$ cat src/rtl/register_dump_reader.sv
// Streams a range of register-file entries, one word per valid/ready handshake.
// Define REGDUMP_PARITY_EN to add the outParity output (XOR-reduce of outData).
module register_dump_reader #(
    parameter int unsigned ZERO_REG = 31
) (
    input  logic        clk,
    input  logic        reset,
    input  logic        start,
    input  logic [4:0]  firstReg,
    input  logic [4:0]  lastReg,
    output logic [5:0]  readReg,
    input  logic [63:0] readData,
    output logic        outValid,
    input  logic        outReady,
    output logic [63:0] outData,
    output logic [4:0]  outIndex,
    output logic        outLast,
    output logic        busy,
    output logic        done,
`ifdef REGDUMP_PARITY_EN
    output logic        outParity,
`endif
    output logic [1:0]  dbg_state
);

    typedef enum logic [1:0] {
        IDLE = 2'd0,
        READ = 2'd1,
        HOLD = 2'd2,
        DONE = 2'd3
    } state_e;

    state_e      state_q, state_d;
    logic [4:0]  ptr_q, ptr_d;
    logic [4:0]  last_reg_q, last_reg_d;
    logic        valid_q, valid_d;
    logic [63:0] data_q, data_d;
    logic [4:0]  index_q, index_d;
    logic        olast_q, olast_d;
    logic        busy_q, busy_d;
    logic        done_q, done_d;
`ifdef REGDUMP_PARITY_EN
    logic        parity_q, parity_d;
`endif

    // Handshake on the output word: outValid && outReady.
    logic handshake;
    assign handshake = valid_q && outReady;

    always_comb begin
        state_d    = state_q;
        ptr_d      = ptr_q;
        last_reg_d = last_reg_q;
        valid_d    = valid_q;
        data_d     = data_q;
        index_d    = index_q;
        olast_d    = olast_q;
        case (state_q)
            IDLE: begin
                if (start) begin
                    last_reg_d = lastReg;
                    ptr_d      = firstReg;
                    state_d    = READ;
                end
            end
            READ: begin
                data_d  = (ptr_q == 5'(ZERO_REG)) ? 64'h0 : readData;
                index_d = ptr_q;
                olast_d = (ptr_q == last_reg_q);
                valid_d = 1'b1;
                state_d = HOLD;
            end
            HOLD: begin
                if (handshake) begin
                    valid_d = 1'b0;
                    if (olast_q) begin
                        state_d = DONE;
                    end else begin
                        ptr_d   = ptr_q + 5'd1;
                        state_d = READ;
                    end
                end
            end
            DONE: begin
                state_d = IDLE;
            end
            default: begin
                state_d = IDLE;
            end
        endcase
        busy_d = (state_d != IDLE);
        done_d = (state_d == DONE);
`ifdef REGDUMP_PARITY_EN
        parity_d = ^data_d;
`endif
    end

    always_ff @(posedge clk) begin
        if (reset) begin
            state_q    <= IDLE;
            ptr_q      <= 5'd0;
            last_reg_q <= 5'd0;
            valid_q    <= 1'b0;
            data_q     <= 64'h0;
            index_q    <= 5'd0;
            olast_q    <= 1'b0;
            busy_q     <= 1'b0;
            done_q     <= 1'b0;
`ifdef REGDUMP_PARITY_EN
            parity_q   <= 1'b0;
`endif
        end else begin
            state_q    <= state_d;
            ptr_q      <= ptr_d;
            last_reg_q <= last_reg_d;
            valid_q    <= valid_d;
            data_q     <= data_d;
            index_q    <= index_d;
            olast_q    <= olast_d;
            busy_q     <= busy_d;
            done_q     <= done_d;
`ifdef REGDUMP_PARITY_EN
            parity_q   <= parity_d;
`endif
        end
    end

    // ptr only moves on entry to READ, so the read address stays put elsewhere.
    assign readReg   = {1'b0, ptr_q};
    assign outValid  = valid_q;
    assign outData   = data_q;
    assign outIndex  = index_q;
    assign outLast   = olast_q;
    assign busy      = busy_q;
    assign done      = done_q;
`ifdef REGDUMP_PARITY_EN
    assign outParity = parity_q;
`endif
    assign dbg_state = state_q;

endmodule

$ cat config.mk
export PLATFORM = sky130hd
export DESIGN_NAME = register_dump_reader
export DESIGN_NICKNAME = d
export VERILOG_FILES = /design/src/rtl/register_dump_reader.sv
export SDC_FILE = /design/constraint.sdc
export NUM_CORES = 1
export LEC_CHECK = 0
export BUFFER_PORTS_ARGS = -buffer_cell sky130_fd_sc_hd__buf_4
export CAP_MARGIN = 20
export CORE_UTILIZATION = 47
export DETAILED_ROUTE_END_ITERATION = 12
export PLACE_DENSITY = 0.89
export SLEW_MARGIN = 10
export SYNTH_ARGS = -nofsm -noshare
export SYNTH_HDL_FRONTEND = slang
export SYNTH_SLANG_ARGS = --single-unit
$ cat constraint.sdc
create_clock -name clk -period 2 [get_ports clk]
set_input_delay 0 -clock clk [delete_from_list [all_inputs] [get_ports clk]]
set_output_delay 0 -clock clk [all_outputs]
set_load 0.005 [all_outputs]
==> flow_metrics.tcl, run 1 <==
set metrics [dict create \
    pin_count 159 \
    cts_max_level 3 \
    die_h_um 88.23 \
    utilization_pct 76.80 \
    die_w_um 88.23 \
    gp_congestion 0.8402 \
    start_util_pct 48.44 \
    drv_cap 0 \
    worst_slack_ps 338.2 \
    grt_start_max_net_pins 47 \
    synth_top_area_cell "dfxtp_1" \
    clkTransAtPathRegs_ps 70 \
    io_buffers 157 \
    crit-reg2reg-capture "outData[29]" \
    dr_total_vias 3682 \
    antenna_found_initial 0 \
    fin_crit_ps 1662 \
    r2r_cells 6 \
    tightest_slew_ps 507.8 \
    holdPathStages 3 \
    slowest_stage "dfxtp_1" \
    cp-end-kind "flop" \
    grt.overflow.total 0 \
    grt_pass1_vias 3494 \
    ys_top_cells_by_area "dfxtp_1 49%, nand3b_1 14%, a21oi_1 11%" \
    setup_violations 0 \
    layout-drive-gt1-share_pct 30.15 \
    wirelength_um 11220 \
    drt-initial-drc-count 195 \
    clkSinkCount 85 \
    synth_seq_cells 85 \
    status "finished clean" \
    ir_drop_v 0.0005303 \
    synth_warnings 0 \
    rows 31 \
    fin_cells 716 \
    die_area_mm2 0.007785 \
    dpl_cell_area_mm2 0.004649 \
    slew_viol_final 0 \
    reg2reg_slack_ps 340 \
    p_leak_nw 2.329 \
    grt_use_total_pct 27.13 \
    fmax_ghz 0.6017 \
    slowest_delay_ps 370 \
    fin_crit_sh_pct 83.09 \
    crit_required_ps 2250 \
    hold_class "input pin to flop" \
    rsz0062_at_grt "no" \
    post-route-drc-count 0 \
    whs_endpoint "ptr_q[4]" \
    drt_pre_antenna_iters 4 \
    cts_inserted_buffers 9 \
    vias_per_cell 5.142 \
    startpoint_type "flop" \
    crit_type "flop to flop" \
    antenna_cells 0 \
    synthDistinctLibCells 35 \
    dp_slack_ps 370.2 \
    reg2reg_from "ptr_q[1]" \
    grt_pass1_wl_um 16430 \
    cts_tree "done" \
    hold_start "firstReg[4]" \
    core_area_mm2 0.007214 \
    crit_path_cell_trace "ha_1 -> and3_1 -> ha_1 -> buf_4 -> nand3b_1 -> a21oi_1" \
    syn_inst 401 \
    wire_per_inst_um 15.66 \
    n_fill_cell 460 \
    clock_latency_ps 330 \
    fin_worst_skew_ps 8.164 \
    crit_top_cell "ha_1" \
    yosys.area.top_type_share_pct 48.69 \
    worstPathMaxFanout 27 \
    dp_hpwl_um 6330 \
    dp_cells 630 \
    slew_headroom_pct 66.15 \
    hold_viol 0 \
    nNetsFinal 693 \
    seq_area_frac_synth_pct 48.69 \
    power_per_cell_area_mw_per_mm2 666.7 \
    syn_area_per_cell_um2 8.715 \
    tns_ps 0 \
    cts_root_buffer "clkbuf_8" \
    final_area_mm2 0.005540 \
    worstPathArrival_ps 1910 \
    clk_path_buf_depth 2 \
    syn-num-nets 481 \
    area_growth_pct 58.54 \
    syn_area_mm2 0.003495 \
    ant_nets 0 \
    cts_setup_buffers 0 \
]
-- placed cells by master, fill, tap and decap left out, types with 2 or more instances in the layout --
master,synthesis,layout
dfxtp_1,85,85
a31oi_1,2,2
inv_1,2,2
buf_4,3,165
nor2_1,7,7
nor2b_1,2,2
nand3b_1,65,65
mux2i_1,3,3
nor3_1,2,2
dlygate4sd3_1,0,71
ha_1,2,2
clkbuf_8,0,9
or2_1,2,2
a21oi_1,77,77
nand2_1,88,88
xor2_1,3,3
clkinv_2,0,3
xnor2_1,2,2
a21oi_2,2,2
a211oi_1,4,4
-- area by class of cell --
| cell class | instances | area [µm²] | area share [%] |
|---|---|---|---|
| timing repair buffer | 237 | 1969 | 35.55 |
| clock inverter | 5 | 52.55 | 0.9485 |
| multi-input combinational | 278 | 1558 | 28.12 |
| tap | 99 | 123.9 | 2.236 |
| inverter | 2 | 7.507 | 0.1355 |
| clock buffer | 10 | 127.6 | 2.304 |
| sequential | 85 | 1702 | 30.71 |
-- critical path, delay by kind of cell, from the launching register on --
family          cells  cell delay [ps]
buf+inv             1              210
compound gates      1              190
fa+ha+maj           2              410
flops               1              370
simple gates        2              400
-- sequential cells by signal, indices dropped and copies added, names as in the netlist --
| register | flops |
|---|---|
| outIndex | 5 |
| ptr_q | 5 |
| outData | 64 |
| last_reg_q | 5 |
| busy | 1 |
| outValid | 1 |
| done | 1 |
| outLast | 1 |
| dbg_state | 2 |
-- cells by family (layout without fill, tap and decap cells) --
| logic type | Yosys count | count (layout) | synth area share, % |
|---|---|---|---|
| mux | 4 | 4 | 1.289 |
| flops | 85 | 85 | 48.69 |
| simple gates | 176 | 176 | 27.32 |
| other cells | 1 | 1 | 0.1073 |
| fa+ha+maj | 2 | 2 | 0.7160 |
| xor+xnor | 5 | 5 | 1.253 |
| buf+inv | 38 | 254 | 6.839 |
| compound gates | 90 | 90 | 13.78 |
-- Yosys cell counts --
| library cell | instances |
|---|---|
| nand4b_1 | 1 |
| and2b_1 | 2 |
| nor2b_1 | 2 |
| a221o_1 | 1 |
| buf_6 | 10 |
| nor3_1 | 2 |
| nand2_1 | 88 |
| dfxtp_1 | 85 |
| nand2b_4 | 1 |
| nand4_1 | 1 |
| o22ai_1 | 1 |
| mux2i_1 | 3 |
| and3_1 | 1 |
| o211ai_1 | 1 |
| mux2_4 | 1 |
| xor2_1 | 3 |
| conb_1 | 1 |
| a211oi_1 | 4 |
| o31ai_1 | 1 |
| buf_4 | 3 |
| nor3b_1 | 1 |
| inv_1 | 2 |
| a21oi_1 | 77 |
| ha_1 | 2 |
| clkbuf_1 | 15 |
| buf_2 | 8 |
| a31oi_1 | 2 |
| o21ai_1 | 1 |
| nand3b_1 | 65 |
| nand2b_1 | 2 |
| a21oi_2 | 2 |
| nand3_1 | 1 |
| xnor2_1 | 2 |
| or2_1 | 2 |
| nor2_1 | 7 |
-- worst max path at each step --
stage	depth (start not counted)	to	from	slack (ps)
CTS	6	outData[51]	ptr_q[1]	360
floorplan	6	outData[46]	ptr_q[0]	450
detailed placement	6	outData[5]	ptr_q[1]	370
finish	6	outData[29]	ptr_q[1]	340
global placement	6	outData[43]	ptr_q[1]	440
global route	6	outData[13]	ptr_q[1]	180
-- report_power, final --
group	internal (mW)	total, mW	leakage [nW]	switching (mW)
clock network	0.565	1.13	0.0919	0.565
registers	1.79	1.86	0.693	0.0712
logic	0.401	0.706	1.54	0.305
total	2.75	3.69	2.33	0.941
-- routing by layer --
metal	wire (µm)	vias up	share of wire, %	GRT usage, %
met4	209	0	1.9	11.58
li1	-	1775	-	-
met2	5759	155	51	49.02
met1	4452	1730	40	30.78
met3	795	22	7.1	5.877
met5	0	-	0	0
-- metrics by stage --
stage / hold slack [ps] / power [mW]
finish: 27.94 / 3.694
global route: 53.15 / 3.864
CTS: 8.804 / 3.709
detailed placement: 224.6 / 2.467
global placement: 216.7 / 2.446
floorplan: 95.61 / 2.177
-- repair_timing --
| action | CTS | global route |
|---|---|---|
| hold buffers | 71 | 0 |
| hold endpoints to repair | 72 | 0 |
| gates resized for setup | 0 | 0 |
No activity file was read; power rests on OpenSTA's default activity.
==> run 2, diff against run 1 <==
ABC_AREA = 1   (was not set)
CORE_UTILIZATION = 41   (was 47)
PLACE_DENSITY = 0.84   (was 0.89)
clock period = 1.4 ns   (was 2 ns; I/O delays follow)
==> run 2 against run 1 <==
- the flow now finishes with violations (setup timing)
- global-route usage is 0.40 points higher
- sequential share of layout area shrank 1.7 points
- sequential power is 43% higher
- synthesized cell count up 3.5%
- design area rose by 6.0%
- setup slack lost 420 ps
- non-clock buffer count rose by 15
- register-to-register slack worse by 420 ps
- clock skew grew 4.5 ps
- core utilization decreased by 0.38 points
- flip-flop and latch count is the same
- largest power group unchanged
==> flow_metrics.tcl, run 2 <==
set metrics [dict create \
    antenna_cells 0 \
    worstPathMaxFanout 6 \
    n_fill_cell 532 \
    drt-initial-drc-count 133 \
    pin_count 159 \
    final_common_cell "buf_4" \
    crit_cells 9 \
    antenna_found_initial 0 \
    core_area_mm2 0.007687 \
    largest_register_ffs 64 \
    syn-num-nets 495 \
    synth_seq_cells 85 \
    syn_area_per_cell_um2 7.809 \
    crit_required_ps 1690 \
    ys_top_cells_by_area "dfxtp_1 53%, a21oi_1 11%, nand3_1 11%" \
    wirelength_um 11920 \
    fin_worst_skew_ps 12.64 \
    syn_area_mm2 0.003241 \
    area_growth_pct 81.27 \
    slowest_stage "dfxtp_2" \
    grt.overflow.total 0 \
    dr_total_vias 3897 \
    endpoint "outData[62]" \
    power_mw 5.785 \
    drv_cap 0 \
    gp_congestion 0.8137 \
    synthDistinctLibCells 22 \
    cp-end-kind "flop" \
    yosys.area_share.simple_pct 24.71 \
    crit-reg2reg-capture "outData[62]" \
    synthAdderAreaFrac_pct 0.7722 \
    hold_viol 0 \
    grt_use_total_pct 27.53 \
    setup_violations 28 \
    status "complete, but fails checks" \
    dpl_cell_area_mm2 0.004542 \
    cts_tree "done" \
    clkTransAtPathRegs_ps 90 \
    fin_crit_sh_pct 106.0 \
    crit_path_cell_trace "ha_4 -> nand2_2 -> nor2_2 -> ha_2 -> inv_4 -> buf_12 -> clkbuf_16 -> nand3_2 -> a21oi_2" \
    clock_latency_ps 360 \
    fin_crit_ps 1484 \
    grt_pass1_vias 3733 \
    vias_per_cell 5.168 \
    post-route-drc-count 0 \
    cts_root_buffer "clkbuf_8" \
    power_per_cell_area_mw_per_mm2 984.8 \
    final_cell_mix "170 x buf_4, 84 x nand2_1, 82 x dfxtp_1" \
    syn_inst 415 \
    worst_slack_ps -84.42 \
    worstPathArrival_ps 1780 \
    rows 32 \
    final_area_mm2 0.005874 \
    async_reset_ff_share_pct 0 \
    synth-xor-area-share_pct 0.8108 \
    reg2reg_slack_ps -80 \
    slowest_delay_ps 340 \
    synth_top_area_cell "dfxtp_1" \
    grt_pass1_wl_um 18020 \
    synth_top_family_by_area "simple AND/OR/NAND/NOR gates" \
    start_util_pct 42.15 \
    grt_start_max_net_pins 42 \
    clkSinkCount 85 \
    die_w_um 90.91 \
    ant_nets 0 \
    cts_inserted_buffers 9 \
    fmax_ghz 0.6737 \
    synth_ff_type "dfxtp_1" \
    crit_type "flop to flop" \
    synth_commonest_cells "85 x dfxtp_1, 85 x nand2_1, 73 x a21oi_1" \
    tns_ps -842.7 \
    reg2reg_from "ptr_q[0]" \
    violations "setup timing" \
    die_h_um 90.91 \
    cts_max_level 3 \
    die_area_mm2 0.008264 \
    synthMuxAreaShare_pct 0 \
    clk_path_buf_depth 2 \
    hold_class "input pin to flop" \
    nNetsFinal 727 \
    rsz0062_at_grt "yes" \
    wire_per_inst_um 15.81 \
    r2r_cells 9 \
    dp_hpwl_um 6239 \
    ir_drop_v 0.0006024 \
    synth_compound_area_share_pct 14.36 \
    synth-edff-count 0 \
    yosys.area.top_type_share_pct 52.51 \
    startpoint_type "flop" \
    p_leak_nw 2.526 \
    cp_num_buf_inv 3 \
    cp-startpoint "ptr_q[0]" \
    io_buffers 157 \
    layout-drive-gt1-share_pct 38.50 \
    seq_area_frac_synth_pct 52.51 \
    synth_warnings 0 \
    cp_top_family "buffers and inverters" \
    slew_viol_final 0 \
    drt_pre_antenna_iters 5 \
]
run 2: power breakdown:
group          total (mW)  internal [mW]  switching, mW
clock                1.97           1.11          0.869
sequential           2.66           2.57         0.0925
combinational        1.15          0.628          0.522
total                5.78           4.30           1.48
run 2: cells by family (layout without fill, tap and decap cells):
family | after synthesis | count (layout)
AO/OA/AOI/OAI | 93 | 93
buffers and inverters | 47 | 284
other | 1 | 1
adder cells (fa/ha/maj) | 2 | 2
XOR/XNOR | 3 | 3
AND/OR/NAND/NOR | 184 | 184
flip-flops | 85 | 85
run 2: layout make-up:
type	instances	area, µm²	share of cell area, %
clock buffers	13	158.9	2.705
clock inverters	3	67.56	1.150
inverters	16	62.56	1.065
multi-input cells	283	1548	26.35
flip-flops and latches	85	1705	29.03
well taps	102	127.6	2.173
repair buffers	252	2205	37.53
run 2: layer usage:
metal / GRT usage (%) / wire, µm / share of wire (%) / vias to the layer above
met4: 11.24 / 388 / 3.3 / 0
met5: 0 / 0 / 0 / -
met3: 5.387 / 643 / 5.4 / 36
li1: - / - / - / 1843
met1: 31.60 / 4907 / 41 / 1846
met2: 49.75 / 5981 / 50 / 172
run 2: how the worst min path moves through the flow:
stage | slack [ps] | to | depth (start not counted) | from
2_1_floorplan | 90 | outValid | 1 | outReady
3_3_place_gp | 190 | outValid | 2 | outReady
5_1_grt | 40 | ptr_q[2] | 5 | firstReg[2]
3_5_place_dp | 190 | outValid | 2 | outReady
6_report | 20 | ptr_q[3] | 4 | firstReg[3]
4_1_cts | 20 | ptr_q[3] | 4 | firstReg[3]
run 2: worst min-delay path, cell delays in order:
cell and delay (ps):
buf_4 80, or2_2 90, nand3_1 60, a21oi_1 110
run 2: stage by stage:
stage                     setup WS [ps]  util (%)  hold WS [ps]  std cells
after global placement           -12.92     59.08         187.9        658
after global routing             -131.8     76.42         44.48        754
after detailed placement         -86.82     59.08         192.2        658
after floorplan                   3.994         -         89.70        415
final                            -84.42     76.42         20.89        754
after CTS                        -57.85     74.97         15.20        753
run 2: repair_timing:
action / in CTS / in global routing
setup buffers: 2 / 0
hold buffers: 74 / 0
resized for setup: 32 / 23
pin swaps: 4 / 5
endpoints found under the hold margin: 74 / 0
cloned: 3 / 1
setup endpoints to repair: 64 / 67
==> run 3, diff against run 2 <==
CORE_MARGIN = 5   (was not set)
REMOVE_ABC_BUFFERS = 1   (was not set)
==> run 3 against run 2 <==
- hold slack improved by 34 ps
- register-to-register slack about the same
- critical path type unchanged
- sequential share of layout area down 2.2 points
- largest power group unchanged
- first-iteration DRC count increased by 34%
- the flow still finishes with violations (setup timing)
- sequential power is essentially flat
==> flow_metrics.tcl, run 3 (synthesis gave the netlist of run 2 again) <==
set metrics [dict create \
    status "complete, but fails checks" \
    violations "setup timing" \
    slowest_delay_ps 350 \
    reg2reg_from "ptr_q[1]" \
    die_area_mm2 0.009782 \
    largest_register_ffs 64 \
    drt_pre_antenna_iters 5 \
    worstPathArrival_ps 1760 \
    fmax_ghz 0.6694 \
    hold_start "firstReg[3]" \
    cp-startpoint "ptr_q[1]" \
    start_util_pct 41.94 \
    core_area_mm2 0.007727 \
    io_buffers 157 \
    setup_violations 32 \
    worstPathMaxFanout 5 \
    fin_crit_sh_pct 106.7 \
    cts_inserted_buffers 9 \
    grt_pass1_wl_um 19890 \
    topRoutingLayerUsed "met4" \
    startpoint_type "flop" \
    fin_worst_skew_ps 9.951 \
    grt_start_max_net_pins 48 \
    rsz0062_at_grt "yes" \
    grt.overflow.total 0 \
    whs_endpoint "ptr_q[3]" \
    regArea_mm2 0.001705 \
    nNetsFinal 739 \
    drv_cap 0 \
    p_switching_mw 1.528 \
    fin_cells 766 \
    holdPathStages 4 \
    antenna_cells 0 \
    crit_path_cell_trace "ha_4 -> nand2_4 -> nor2_4 -> ha_4 -> inv_6 -> buf_8 -> buf_16 -> nand3_2 -> a21oi_2" \
    met2_length_um 6837 \
    dr_total_vias 3961 \
    slew_viol_final 0 \
    dp_hpwl_um 6703 \
    power_frac_seq_pct 44.2 \
    post-route-drc-count 0 \
    grt_pass1_vias 4010 \
    wire_per_inst_um 17.10 \
    pwr-share-comb_pct 20.4 \
    p_sw_share_pct 25.28 \
    n_fill_cell 406 \
    ir_drop_v 0.0006140 \
    multi_input_area_mm2 0.001777 \
    hold_class "input pin to flop" \
    crit_top_cell "ha_4" \
    gp_congestion 0.8149 \
    r2r_cells 9 \
    clk_path_buf_depth 2 \
    grt_use_total_pct 25.13 \
    crit-reg2reg-capture "outData[6]" \
    reg2reg_slack_ps -90 \
    tns_ps -706.1 \
    cts_tree "done" \
    dp_cells 658 \
    slowest_stage "dfxtp_2" \
    cts_max_level 3 \
    fin_crit_ps 1494 \
    pin_count 159 \
    clkTransAtPathRegs_ps 90 \
    m1WireLength_um 4829 \
    die_h_um 98.91 \
    final_cell_mix "171 x buf_4, 84 x nand2_1, 82 x dfxtp_1" \
    area_growth_pct 96.22 \
    die_w_um 98.91 \
    ant_nets 0 \
    rows 32 \
    cp-end-kind "flop" \
    worst_slack_ps -93.83 \
    crit_required_ps 1660 \
    wirelength_um 13100 \
    p_clk_share_pct 35.4 \
    clock_latency_ps 340 \
    layout-drive-gt1-share_pct 45.33 \
    drt-initial-drc-count 178 \
    final_common_cell "buf_4" \
    vias_per_cell 5.171 \
    hold_viol 0 \
    wl_met3_um 1011 \
    power_per_cell_area_mw_per_mm2 950.5 \
    p_leak_nw 2.691 \
    crit_type "flop to flop" \
    cts_root_buffer "clkbuf_8" \
    clkSinkCount 85 \
    p_int_mw 4.516 \
    antenna_found_initial 0 \
]
[run 3: through the flow]
step           instance area [µm²]  hold slack, ps  total power [mW]  utilization [%]  setup slack, ps
4_1_cts                       6071           43.37             5.952            78.56           -57.54
5_1_grt                       6359           82.99             6.307            82.29           -131.8
6_report                      6359           54.40             6.044            82.29           -93.83
2_1_floorplan                 3083           69.07             3.042                -           -638.8
3_5_place_dp                  4564           192.0             3.612            59.07           -78.44
3_3_place_gp                  4564           189.8             3.585            59.07            15.66
[run 3: power by group through the flow]
stage / sequential [mW] / clock [mW] / combinational [mW]
CTS: 2.66 / 2.16 / 1.13
detailed placement: 2.71 / 0 / 0.903
global route: 2.69 / 2.29 / 1.33
global placement: 2.70 / 0 / 0.882
finish: 2.67 / 2.14 / 1.23
floorplan: 2.72 / 0 / 0.321
[run 3: how the worst max path moves through the flow]
stage | end | slack (ps) | cells after the start
after floorplan | outIndex[2] | -640 | 4
after global placement | outData[50] | 20 | 8
after detailed placement | outData[44] | -80 | 8
after CTS | outData[2] | -60 | 9
after global routing | outData[6] | -130 | 9
final | outData[6] | -90 | 9
[run 3: what timing repair did]
action                                 4_1_cts  5_1_grt
gates resized for setup                     63       49
setup endpoints to repair                   64       66
setup buffers                                6        2
pin swaps                                    5        6
hold buffers                                76        0
cloned                                       6        2
endpoints found under the hold margin       76        0
[run 3: cell type report]
class	instances	share of cell area, %
clock inverter	5	1.673
inverter	16	1.023
clock buffer	11	2.381
timing repair buffer	264	38.15
sequential	85	26.82
multi-input combinational	283	27.94
tap	102	2.007
[run 3: worst max-delay path, delay by kind of cell (launching register included)]
kind | cells | cell delay [ps]
buf+inv | 3 | 350
simple gates | 3 | 200
fa+ha+maj | 2 | 330
compound gates | 1 | 190
flops | 1 | 350
[run 3: metal layers]
layer	up-vias	track usage [%]
met5	-	0
met4	0	10.08
met3	38	6.299
met2	193	45.92
met1	1860	27.57
li1	1870	-
